## config.mk

```make
export PLATFORM = sky130hd
export DESIGN_NAME = mima_kongzhi
export DESIGN_NICKNAME = d
export VERILOG_FILES = /design/src/rtl/mima_kongzhi.sv
export SDC_FILE = /design/constraint.sdc
export NUM_CORES = 1
export LEC_CHECK = 0
export BUFFER_PORTS_ARGS = -buffer_cell sky130_fd_sc_hd__buf_2
export CAP_MARGIN = 5
export CORE_AREA = 2 2 134 136
export CTS_BUF_LIST = sky130_fd_sc_hd__clkbuf_4 sky130_fd_sc_hd__clkbuf_8 sky130_fd_sc_hd__clkbuf_16
export CTS_CLUSTER_DIAMETER = 60
export DETAILED_ROUTE_END_ITERATION = 7
export DIE_AREA = 0 0 136 138
export PLACE_DENSITY = 0.44
export SLEW_MARGIN = 25
export SYNTH_ARGS = -nofsm -noshare
export SYNTH_HDL_FRONTEND = slang
export SYNTH_SLANG_ARGS = --single-unit
```

## constraint.sdc

```tcl
create_clock -name clk -period 3.16 [get_ports clk]
set_clock_uncertainty 0.15 [all_clocks]
set_input_delay 0.316 -clock clk [delete_from_list [all_inputs] [get_ports clk]]
set_output_delay 0.316 -clock clk [all_outputs]
set_load 0.005 [all_outputs]
```

## src/rtl/mima_kongzhi.sv

```systemverilog
// rtl/mima_kongzhi.sv - four-digit password lock sequencer with lockout, timeout and password change
module mima_kongzhi #(
    parameter logic [15:0] DEFAULT_PW     = 16'h1234,
    parameter int          MAX_FAIL       = 3,
    parameter int          TIMEOUT_CYCLES = 250000000,
    parameter int          OPEN_CYCLES    = 150000000,
    parameter int          LOCK_CYCLES    = 500000000,
    parameter int          CW             = 32
) (
    input  logic       clk,
    input  logic       rst_n,
    input  logic [4:0] keycode,
    input  logic       key_ready,
    output logic [3:0] segData_1,
    output logic [3:0] segData_2,
    output logic [3:0] segData_3,
    output logic [3:0] segData_4,
    output logic       unlock,
    output logic       alarm,
    output logic [2:0] fail_cnt
);

    typedef enum logic [2:0] {
        S_IDLE, S_ENTRY, S_CHECK, S_OPEN, S_FAIL, S_LOCKOUT, S_NEW_PW
    } state_t;

    localparam logic [CW-1:0] TO_LAST   = CW'(TIMEOUT_CYCLES - 1);
    localparam logic [CW-1:0] OPEN_LAST = CW'(OPEN_CYCLES - 1);
    localparam logic [CW-1:0] LOCK_LAST = CW'(LOCK_CYCLES - 1);
    localparam logic [CW-1:0] FAIL_LAST = CW'(15);
    localparam logic [2:0]    MAX_FAIL_C = 3'(MAX_FAIL);

    state_t        state_q;
    logic          key_q;
    logic [4:0]    code_q;
    logic [15:0]   buf_q;
    logic [15:0]   pw_q;
    logic [2:0]    num_q;
    logic [CW-1:0] cnt_q;
    logic [15:0]   disp_d;
    logic          ev;
    logic          is_digit;
    logic [2:0]    fail_inc;

    // Event fires on key release and uses the code held while the key was down.
    assign ev       = key_q & ~key_ready;
    assign is_digit = ev && (code_q <= 5'd9);
    assign fail_inc = fail_cnt + 3'd1;

    always_comb begin
        disp_d = {4{4'd13}};
        case (state_q)
            S_ENTRY, S_CHECK: begin
                for (int i = 0; i < 4; i++)
                    if (num_q > 3'(i)) disp_d[4*i +: 4] = 4'd10;
            end
            S_NEW_PW: begin
                for (int i = 0; i < 4; i++)
                    if (num_q > 3'(i)) disp_d[4*i +: 4] = buf_q[4*i +: 4];
            end
            S_OPEN:             disp_d = {4{4'd15}};
            S_FAIL, S_LOCKOUT:  disp_d = {4{4'd14}};
            default:            disp_d = {4{4'd13}};
        endcase
    end

    always_ff @(posedge clk or negedge rst_n) begin
        if (!rst_n) begin
            state_q   <= S_IDLE;
            key_q     <= 1'b0;
            code_q    <= '0;
            buf_q     <= '0;
            pw_q      <= DEFAULT_PW;
            num_q     <= '0;
            cnt_q     <= '0;
            fail_cnt  <= '0;
            unlock    <= 1'b0;
            alarm     <= 1'b0;
            segData_1 <= 4'd13;
            segData_2 <= 4'd13;
            segData_3 <= 4'd13;
            segData_4 <= 4'd13;
        end else begin
            key_q <= key_ready;
            if (key_ready) code_q <= keycode;
            unlock <= (state_q == S_OPEN);
            alarm  <= (state_q == S_LOCKOUT);
            {segData_4, segData_3, segData_2, segData_1} <= disp_d;
            if (cnt_q != '1) cnt_q <= cnt_q + CW'(1);

            case (state_q)
                S_IDLE: begin
                    if (is_digit) begin
                        buf_q   <= {12'h000, code_q[3:0]};
                        num_q   <= 3'd1;
                        state_q <= S_ENTRY;
                        cnt_q   <= '0;
                    end
                end
                S_ENTRY, S_NEW_PW: begin
                    if (ev) begin
                        cnt_q <= '0;
                        if (is_digit) begin
                            if (num_q != 3'd4) begin
                                buf_q <= {buf_q[11:0], code_q[3:0]};
                                num_q <= num_q + 3'd1;
                            end
                        end else if (code_q == 5'd11) begin
                            buf_q <= '0;
                            num_q <= '0;
                        end else if (code_q == 5'd10) begin
                            if (state_q == S_ENTRY) begin
                                state_q <= S_CHECK;
                            end else if (num_q == 3'd4) begin
                                pw_q    <= buf_q;
                                buf_q   <= '0;
                                num_q   <= '0;
                                state_q <= S_IDLE;
                            end
                        end
                    end else if (cnt_q == TO_LAST) begin
                        buf_q   <= '0;
                        num_q   <= '0;
                        state_q <= S_IDLE;
                        cnt_q   <= '0;
                    end
                end
                S_CHECK: begin
                    buf_q <= '0;
                    num_q <= '0;
                    cnt_q <= '0;
                    if (num_q == 3'd4 && buf_q == pw_q) begin
                        fail_cnt <= '0;
                        state_q  <= S_OPEN;
                    end else begin
                        fail_cnt <= fail_inc;
                        state_q  <= (fail_inc == MAX_FAIL_C) ? S_LOCKOUT : S_FAIL;
                    end
                end
                S_OPEN: begin
                    if (ev && code_q == 5'd12) begin
                        buf_q   <= '0;
                        num_q   <= '0;
                        state_q <= S_NEW_PW;
                        cnt_q   <= '0;
                    end else if (cnt_q == OPEN_LAST) begin
                        state_q <= S_IDLE;
                        cnt_q   <= '0;
                    end
                end
                S_FAIL: begin
                    if (cnt_q == FAIL_LAST) begin
                        state_q <= S_IDLE;
                        cnt_q   <= '0;
                    end
                end
                S_LOCKOUT: begin
                    if (cnt_q == LOCK_LAST) begin
                        fail_cnt <= '0;
                        state_q  <= S_IDLE;
                        cnt_q    <= '0;
                    end
                end
                default: begin
                    state_q <= S_IDLE;
                    cnt_q   <= '0;
                end
            endcase
        end
    end

endmodule

```

==> impl_results.rst <==
.. list-table::
   :header-rows: 1

   * - Metric
     - Value
   * - Leading cell types by total area after synthesis
     - dfrtp_1 39%, dfstp_2 8.8%, xnor2_1 5.0%
   * - Global route total overflow
     - 0
   * - Number of design rule violations left after detail routing
     - 0
   * - Post-synthesis sequential area ratio
     - 48.2%
   * - Die extent in y
     - 138 um
   * - Core Area
     - 0.0175 mm2
   * - Dpl cells
     - 783
   * - Clock tree from TritonCTS
     - built
   * - Worst setup margin
     - 181 ps
   * - Number of fill cells
     - 1,848
   * - H-Tree Depth
     - 3
   * - Classification of the worst setup path
     - register to register
   * - Share of the clock period used by the worst path
     - 94.3%
   * - Count of pins on the block boundary
     - 29
   * - RSZ-0062 raised after global routing
     - no
   * - Buffers on Ports
     - 28
   * - Root buffer cell
     - clkbuf_16
   * - Syn Inst Count
     - 535
   * - Number of maximum-capacitance violations
     - 0
   * - Share of cell area taken by muxes after synthesis
     - 5.71%
   * - Routability cong.
     - 0.820
   * - Final total negative setup slack
     - 0 ps
   * - Layout cells sized above 1
     - 15.9%
   * - Source-to-sink clock delay at the later pin of the worst-skew pair
     - 360 ps
   * - Syn. warnings
     - 0
   * - Maximum VDD drop
     - 0.376 mV
   * - Largest net degree at the start of global routing
     - 49
   * - Post-synthesis average cell area
     - 9.50 um2
   * - Worst rel slew slack
     - 41.3%
   * - Clock tree sinks
     - 97
   * - Routed WL per cell
     - 15.9 um
   * - P_leak
     - 2.43 nW
   * - Post-DP HPWL
     - 9.19 mm
   * - Count of unique library cells instantiated by Yosys
     - 58
   * - Maximum count of clock buffers along a single path
     - 2
   * - Most numerous cell types in the synthesized netlist
     - 80 x dfrtp_1, 60 x nand2_1, 54 x nor2_1
   * - Worst-path clk slew
     - 70 ps
   * - CP Capture Type
     - register
   * - First-pass GRT wire length
     - 21.0 mm
   * - Horiz. Die Dim
     - 136 um
   * - Most common cell in the synthesized netlist
     - dfrtp_1
   * - Status
     - finished clean
   * - Starting density of the core
     - 29.0%
   * - 1st-iter DRT viols
     - 200
   * - Library cell with the largest summed area after synthesis
     - dfrtp_1
   * - Worst slack at placement
     - 254 ps
   * - Min cycle time layout
     - 2980 ps
   * - Dominant combinational cell family by area after synthesis
     - simple AND/OR/NAND/NOR gates
   * - Global-route usage over all layers
     - 14.2%
   * - Post-Route WL
     - 12.7 mm
   * - Die area
     - 0.0188 mm2
   * - Clock buffers created by TritonCTS
     - 9
   * - Detailed-route via count
     - 3,928
   * - Data required time at the worst endpoint
     - 3290 ps
   * - Reg2reg setup slack
     - 180 ps
   * - Area fraction of the dominant cell type after synthesis
     - 39.4%
   * - Residual antenna-violating net count after detailed routing
     - 0
   * - Synth Register Bits
     - 97
   * - Summed instance area of the synthesized netlist
     - 0.00508 mm2
   * - Post-Synth XOR/XNOR Area
     - 7.93%
   * - EDFF count, synth
     - 0
   * - Antenna violations before repair
     - 0
   * - Arrival time worst endpoint
     - 3110 ps
   * - Number of detailed-route iterations in the first pass
     - 5
   * - Hold Violations, Final
     - 0
   * - Area delta synth->final
     - 15.0%
   * - Via count of the first global-routing pass
     - 3,992
   * - Arithmetic-cell share of the synthesized area counting full adders, half adders and majority gates
     - 1.97%
   * - Compound-Gate Fraction of Synth Area
     - 9.92%
   * - Fraction of registers with async set/reset
     - 100%
   * - Maximum achievable frequency
     - 336 MHz
   * - Worst min-delay path class
     - primary input to register
   * - Maximum fanout along the worst path
     - 10
   * - Number of cells upsized or downsized after cts
     - 0
   * - Standard-cell row count
     - 49
   * - Syn nets
     - 551
   * - Nets
     - 582
   * - Least-Margin Pin Slew
     - 871 ps
   * - Critical path startpoint category
     - register
   * - Area share of and/or/nand/nor cells after synthesis
     - 21.7%
   * - Number of pins with negative max-slew slack in the final report
     - 0
   * - Setup violators final
     - 0
   * - Leading register cell type out of synthesis
     - dfrtp_1
   * - Power per Cell Area
     - 695 mW/mm2
   * - Vias per std cell
     - 4.91
   * - Antenna diode count
     - 0
   * - Non-filler cells, final
     - 800
==> registers in the layout, indices dropped and copies added (netlist names), 4 cells and up <==
| name | cells |
|---|---|
| segData_1 | 4 |
| segData_3 | 4 |
| code_q | 5 |
| segData_2 | 4 |
| buf_q | 16 |
| pw_q | 16 |
| cnt_q | 32 |
| segData_4 | 4 |
==> critical path, cell delays in order, from the launching register on <==
cell and delay [ps]:
dfrtp_1 450, nor4_1 540, nand4b_1 160, nor4_1 370, a31oi_1 280, a2111oi_4 410, buf_4 310, mux2i_1 220
==> path summary, 6_finish.rpt <==
check	startpoint	to	cells past startpoint
worst max-delay path	cnt_q[11]	buf_q[1]	7
worst min-delay path	key_ready	key_q	1
worst max register to register	cnt_q[11]	buf_q[1]	7
worst min register to register	pw_q[2]	pw_q[2]	2
max in group asynchronous	rst_n	pw_q[9]	3
min in group asynchronous	rst_n	segData_2[1]	2
==> power by group <==
group          internal, mW  total, mW  switching [mW]
sequential             1.43       1.58           0.147
clock                 0.630       1.16           0.530
combinational         0.512       1.32           0.808
==> cell families after synthesis <==
group                    count (synthesis)
AO/OA/AOI/OAI                           83
XOR/XNOR                                46
adder cells (fa/ha/maj)                  8
buffers and inverters                   52
flip-flops                              97
multiplexers                            28
AND/OR/NAND/NOR                        221
==> final cells by class <==
| cell class | instances | area, um2 | area share [%] |
|---|---|---|---|
| clock buffers | 9 | 225 | 3.85 |
| clock inverters | 7 | 86.3 | 1.48 |
| flip-flops and latches | 97 | 2450 | 41.9 |
| repair buffers | 45 | 273 | 4.67 |
| multi-input cells | 386 | 2420 | 41.5 |
| inverters | 27 | 101 | 1.73 |
| well taps | 229 | 287 | 4.90 |
==> through the flow <==
stage / cell area, um2 / power (mW) / hold WS [ps] / util [%]
floorplan: 5080 / 2.51 / -130 / -
global placement: 5520 / 2.92 / 229 / 31.5
detailed placement: 5520 / 2.95 / 235 / 31.5
CTS: 5840 / 4.13 / 13.1 / 33.3
global route: 5840 / 4.32 / 24.3 / 33.3
finish: 5840 / 4.06 / 22.4 / 33.3
==> routing by layer <==
layer  part of all wire, %  vias to the layer above  global-route usage [%]
met5                     0                        -                       0
met4                   1.5                        0                    4.28
met3                   3.7                       14                    3.45
met2                    51                       71                    24.0
met1                    44                     1931                    17.8
li1                      -                     1912                       -
==> timing repair <==
item	4_1_cts	5_1_grt
endpoints found under the setup margin	0	0
buffers inserted	0	0
endpoints found under the hold margin	33	0
hold buffers	1	0
==> layout by cell type, fill, tap and decap left out, types with 7 or more instances in the layout <==
| cell | netlist | routed |
|---|---|---|
| nand3_1 | 16 | 16 |
| xor2_1 | 17 | 17 |
| mux2_2 | 7 | 7 |
| nand4_1 | 12 | 12 |
| dfstp_2 | 17 | 17 |
| inv_1 | 26 | 26 |
| o21ai_0 | 40 | 40 |
| o21a_1 | 7 | 7 |
| ha_1 | 8 | 8 |
| buf_2 | 7 | 27 |
| mux2i_1 | 20 | 20 |
| nor4_1 | 20 | 20 |
| xnor2_1 | 29 | 29 |
| dfrtp_1 | 80 | 80 |
| nor3_1 | 19 | 17 |
| clkbuf_16 | 0 | 9 |
| buf_4 | 1 | 17 |
| nand2_1 | 60 | 60 |
| nor2_1 | 54 | 54 |
| a21oi_1 | 16 | 16 |
No activity file was read; power rests on OpenSTA's default activity.
